===== src/rtl/frame_write_packer.sv =====
// Packs a raster pixel stream into memory words and issues single-cycle writes to the frame memory.
// Tracks frame boundaries, reports a premature start-of-frame and pulses frame_done on the last word.
module frame_write_packer #(
    parameter int DATA_WIDTH   = 96,
    parameter int PIX_WIDTH    = 24,
    parameter int PIX_PER_WORD = DATA_WIDTH / PIX_WIDTH,
    parameter int H_ACTIVE     = 320,
    parameter int V_ACTIVE     = 240,
    parameter int ADDR_DEPTH   = 512 * 512 / 4,
    parameter int ADDR_WIDTH   = $clog2(ADDR_DEPTH),
    parameter int FRAME_WORDS  = H_ACTIVE * V_ACTIVE / PIX_PER_WORD
) (
    input  logic                  clk,
    input  logic                  rstn,
    input  logic                  en,
    input  logic [ADDR_WIDTH-1:0] base_addr,
    input  logic                  pix_vld,
    input  logic                  pix_sof,
    input  logic [PIX_WIDTH-1:0]  pix_data,
    output logic                  pix_rdy,
    output logic                  csn,
    output logic                  wen,
    output logic [ADDR_WIDTH-1:0] addr,
    output logic [DATA_WIDTH-1:0] din,
    output logic                  frame_done,
    output logic                  sof_err
);

    localparam int SLOT_W = (PIX_PER_WORD > 1) ? $clog2(PIX_PER_WORD) : 1;
    localparam int CNT_W  = (FRAME_WORDS > 1) ? $clog2(FRAME_WORDS) : 1;

    typedef enum logic {IDLE, ACTIVE} state_t;

    state_t                state;
    logic [SLOT_W-1:0]     slot;
    logic [CNT_W-1:0]      word_cnt;
    logic [ADDR_WIDTH-1:0] base;
    logic [DATA_WIDTH-1:0] pack;
    logic [DATA_WIDTH-1:0] packed_word;
    logic [SLOT_W-1:0]     wr_slot;
    logic                  accept;
    logic                  last_slot;
    logic                  last_word;

    assign accept    = pix_vld & pix_rdy;
    assign last_slot = (slot == SLOT_W'(PIX_PER_WORD - 1));
    assign last_word = (word_cnt == CNT_W'(FRAME_WORDS - 1));
    // A frame (re)start always lands in slot 0, whatever the current slot is.
    assign wr_slot   = (pix_sof || state == IDLE) ? '0 : slot;

    always_comb begin
        packed_word = pack;
        packed_word[int'(wr_slot) * PIX_WIDTH +: PIX_WIDTH] = pix_data;
    end

    // Stale pixels from an aborted word are overwritten before the word is ever written out.
    always_ff @(posedge clk) begin
        if (accept) pack <= packed_word;
    end

    always_ff @(posedge clk or negedge rstn) begin
        if (!rstn) begin
            state      <= IDLE;
            slot       <= '0;
            word_cnt   <= '0;
            base       <= '0;
            pix_rdy    <= 1'b0;
            csn        <= 1'b1;
            wen        <= 1'b1;
            addr       <= '0;
            din        <= '0;
            frame_done <= 1'b0;
            sof_err    <= 1'b0;
        end else begin
            pix_rdy    <= 1'b1;
            csn        <= 1'b1;
            wen        <= 1'b1;
            frame_done <= 1'b0;
            case (state)
                IDLE: begin
                    if (accept && pix_sof && en) begin
                        state    <= ACTIVE;
                        base     <= base_addr;
                        slot     <= SLOT_W'(1);
                        word_cnt <= '0;
                    end
                end
                ACTIVE: begin
                    if (accept) begin
                        if (pix_sof) begin
                            sof_err  <= 1'b1;
                            word_cnt <= '0;
                            if (en) begin
                                base <= base_addr;
                                slot <= SLOT_W'(1);
                            end else begin
                                state <= IDLE;
                                slot  <= '0;
                            end
                        end else if (last_slot) begin
                            csn  <= 1'b0;
                            wen  <= 1'b0;
                            addr <= base + ADDR_WIDTH'(word_cnt);
                            din  <= packed_word;
                            slot <= '0;
                            if (last_word) begin
                                frame_done <= 1'b1;
                                state      <= IDLE;
                                word_cnt   <= '0;
                            end else begin
                                word_cnt <= word_cnt + CNT_W'(1);
                            end
                        end else begin
                            slot <= slot + SLOT_W'(1);
                        end
                    end
                end
                default: state <= IDLE;
            endcase
        end
    end

endmodule


===== config.mk =====
export PLATFORM = sky130hd
export DESIGN_NAME = frame_write_packer
export DESIGN_NICKNAME = d
export VERILOG_FILES = /design/src/rtl/frame_write_packer.sv
export SDC_FILE = /design/constraint.sdc
export NUM_CORES = 1
export LEC_CHECK = 0
export ABC_AREA = 1
export CORE_ASPECT_RATIO = 0.7
export CORE_MARGIN = 4
export CORE_UTILIZATION = 45
export DETAILED_ROUTE_END_ITERATION = 10
export PLACE_DENSITY = 0.67
export SYNTH_ARGS = -nofsm -noshare
export SYNTH_HDL_FRONTEND = slang
export SYNTH_SLANG_ARGS = --single-unit

===== constraint.sdc =====
create_clock -name clk -period 4.3 [get_ports clk]
set_input_delay 0.86 -clock clk [delete_from_list [all_inputs] [get_ports clk]]
set_output_delay 0.86 -clock clk [all_outputs]
set_load 0.03 [all_outputs]

==> impl_metrics.yaml <==
timing:
  final.setup_skew_ps: 19.1
  slew_headroom_pct: 29.2
  post-route-period-util_pct: 81.0
  min_period_ps: 3480
  hold_viol_final: 0
  worst_pin_slew_ps: 1060
  finalSetupViolCount: 0
  rsz0062_at_grt: "no"
  fin_ws_ps: 816
  finalMaxSlewViolations: 0
  fmax_mhz: 287
  setup_tns_ps: 0
clock_network:
  clkSlewWorstSetupHoldPaths_ps: 60
  cts.hold.buffers_added: 0
  cts_made_buffers: 25
  htree_levels: 1
  cts_tree: "yes"
  cts-root-buf: "clkbuf_16"
  cts_resized: 0
  clk_path_buf_depth: 3
  cts_sinks: 246
  postCtsSetupBuffers: 0
  insertion_delay_ps: 540
finish:
  layout-drive-gt1-share_pct: 5.94
  nNetsFinal: 1717
  syn_to_final_growth_pct: 21.7
  fin_area_sq_um: 15100
  diodes: 0
  stdcell_count: 2032
detailed_routing:
  drc: 0
  drtIter0Drc: 1036
  final_antenna_net_count: 0
  wl_per_cell_um: 18.3
  routed_wl_um: 37300
  viasPerCell: 5.31
  vias: 10793
  drt-pass1-iter-count: 7
yosys:
  async_reset_ff_share_pct: 61.0
  syn_nets: 1579
  syn_area_per_cell_sq_um: 8.22
  ys_seq_area_share_pct: 53.5
  mappedNetlistArea_sq_um: 12400
  synth.distinct_cells: 44
  synthFlopType: "dfrtp_1"
  synth_cells: 1511
  synth_seq_cells: 246
  yosys_warnings: 0
  synth_edf_count: 96
setup_path:
  crit_buf_inv: 4
  slowest_delay_ps: 630
  arrival_ps: 3930
  worstSetupStartpointType: "primary input"
  required_ps: 4740
  crit_path_start: "pix_sof"
  rr_startpoint: "state"
  cp_max_fo: 20
  cpMostUsedCell: "inv_2"
  cp_slowest_cell: "ha_1"
  path_delay_family: "simple AND/OR/NAND/NOR gates"
  endpoint_kind: "flop"
  crit_chain: "clkdlybuf4s50_1 > inv_2 > nand2_2 > inv_2 > nand2_2 > ha_1 > inv_2 > nor2_2 > nand2_1 > nor2_4 > nand3_1 > a31oi_1"
  crit_type: "in2reg"
min_path:
  hp-class: "in2async"
outcome:
  status: "completed"
die:
  die_area_sq_um: 30400
  rows: 50
  fp.dieH_um: 147
  fp.dieW_um: 207
  ios: 162
  core-area_sq_um: 27000
  initial_utilization_pct: 46.1
placement:
  place_ws_ps: 382
  placed_area_sq_um: 14300
  hpwl_um: 27000
  globalplace.congestion: 0.945
  portBuffers: 161
  dp_cells: 1986
grt:
  grt_overflow: 0
  grt_pass1_vias: 10054
  grt_antenna_before_repair: 0
  grt_usage_pct: 24.3
  grt_max_degree: 86
  grt_pass1_wl_um: 58300
power_and_ir_drop:
  cellLeakagePower_nw: 7.14
  ir_drop_mv: 0.355
  p_per_area_nw_per_um2: 543
job:
  cap_violations: 0
-- final cells by class --
class	instances	area (sq um)
Timing Repair Buffer	178	1770
Clock buffer	44	779
Inverter	101	383
Tap cell	364	455
Fill cell	2474	11900
Clock inverter	2	16.3
Sequential cell	246	6640
Multi-Input combinational cell	1097	5070
-- registers in the layout (all words and copies together) (netlist names) --
register	cells
wen	1
pack	96
slot	2
base	16
pix_rdy	1
sof_err	1
addr	16
word_cnt	15
state	1
din	96
frame_done	1
-- stage by stage --
step	power, W	hold slack (ps)	util, %
2_1_floorplan	0.00491	446	-
3_5_place_dp	0.00611	464	53.1
3_3_place_gp	0.00608	451	53.1
5_1_grt	0.00865	402	56.0
4_1_cts	0.00826	397	56.0
6_report	0.00821	350	56.0
-- layout by cell type (no fill, tap or decap), drive strengths merged --
master,count
a21oi,31
a22oi,7
a31o,1
a31oi,32
and2,8
buf,18
clkbuf,44
clkdlybuf4s50,160
clkinv,3
clkinvlp,1
conb,1
dfrtp,149
dfstp,1
edfxtp,96
fa,1
ha,22
inv,99
nand2,637
nand3,137
nand3b,12
nand4,16
nor2,105
nor3,16
nor3b,2
nor4,1
o2111ai,1
o211ai,9
o21a,7
o21ai,32
o21bai,1
o311ai,1
or2,11
xnor2,4
xor2,2
-- metal layers --
metal	routed length, um	share of wire [%]	global-route usage [%]
met4	568	1.5	3.86
met2	14500	39	31.7
met1	18600	50	41.3
met5	0	0	0
met3	3570	9.6	5.03
-- Yosys cell counts (all sizes together), types with 9 or more instances --
master	number	area (sq um)
nand3b	12	90.1
nand4	16	100
edfxtp	96	2880
dfrtp	149	3730
buf	45	251
a31oi	32	200
a21oi	31	166
nor3	16	95.1
nor2	105	429
or2	11	68.8
inv	99	372
clkbuf	22	82.6
nand3	137	703
ha	22	275
o211ai	9	92.6
o21ai	32	160
nand2	637	2400
-- report_power, final --
group / internal, W / switching [W] / leakage (nW)
Clock: 0.00122 / 0.000896 / 0.382
Sequential: 0.00294 / 0.000286 / 2.89
Combinational: 0.00106 / 0.00181 / 3.87
-- path summary, 6_finish.rpt --
check / endpoint / slack, ps / cells past startpoint
setup / recovery: din[40] / 820 / 12
setup reg to reg: din[40] / 1250 / 10
max in group asynchronous: wen / 3030 / 2
hold / removal: frame_done / 350 / 1
hold reg to reg: base[7] / 480 / 2
min in group clk: base[7] / 480 / 2
-- cell families (layout without fill, tap and decap cells) --
kind of cell | Yosys count | count (layout) | share of synthesized area [%]
AO/OA/AOI/OAI | 122 | 122 | 6.11
other | 1 | 1 | 0.0302
XOR/XNOR | 6 | 6 | 0.423
adder cells (fa/ha/maj) | 23 | 23 | 2.38
flip-flops | 246 | 246 | 53.5
AND/OR/NAND/NOR | 945 | 945 | 31.9
buffers and inverters | 168 | 325 | 5.74
(Power assumes the default switching activity.)
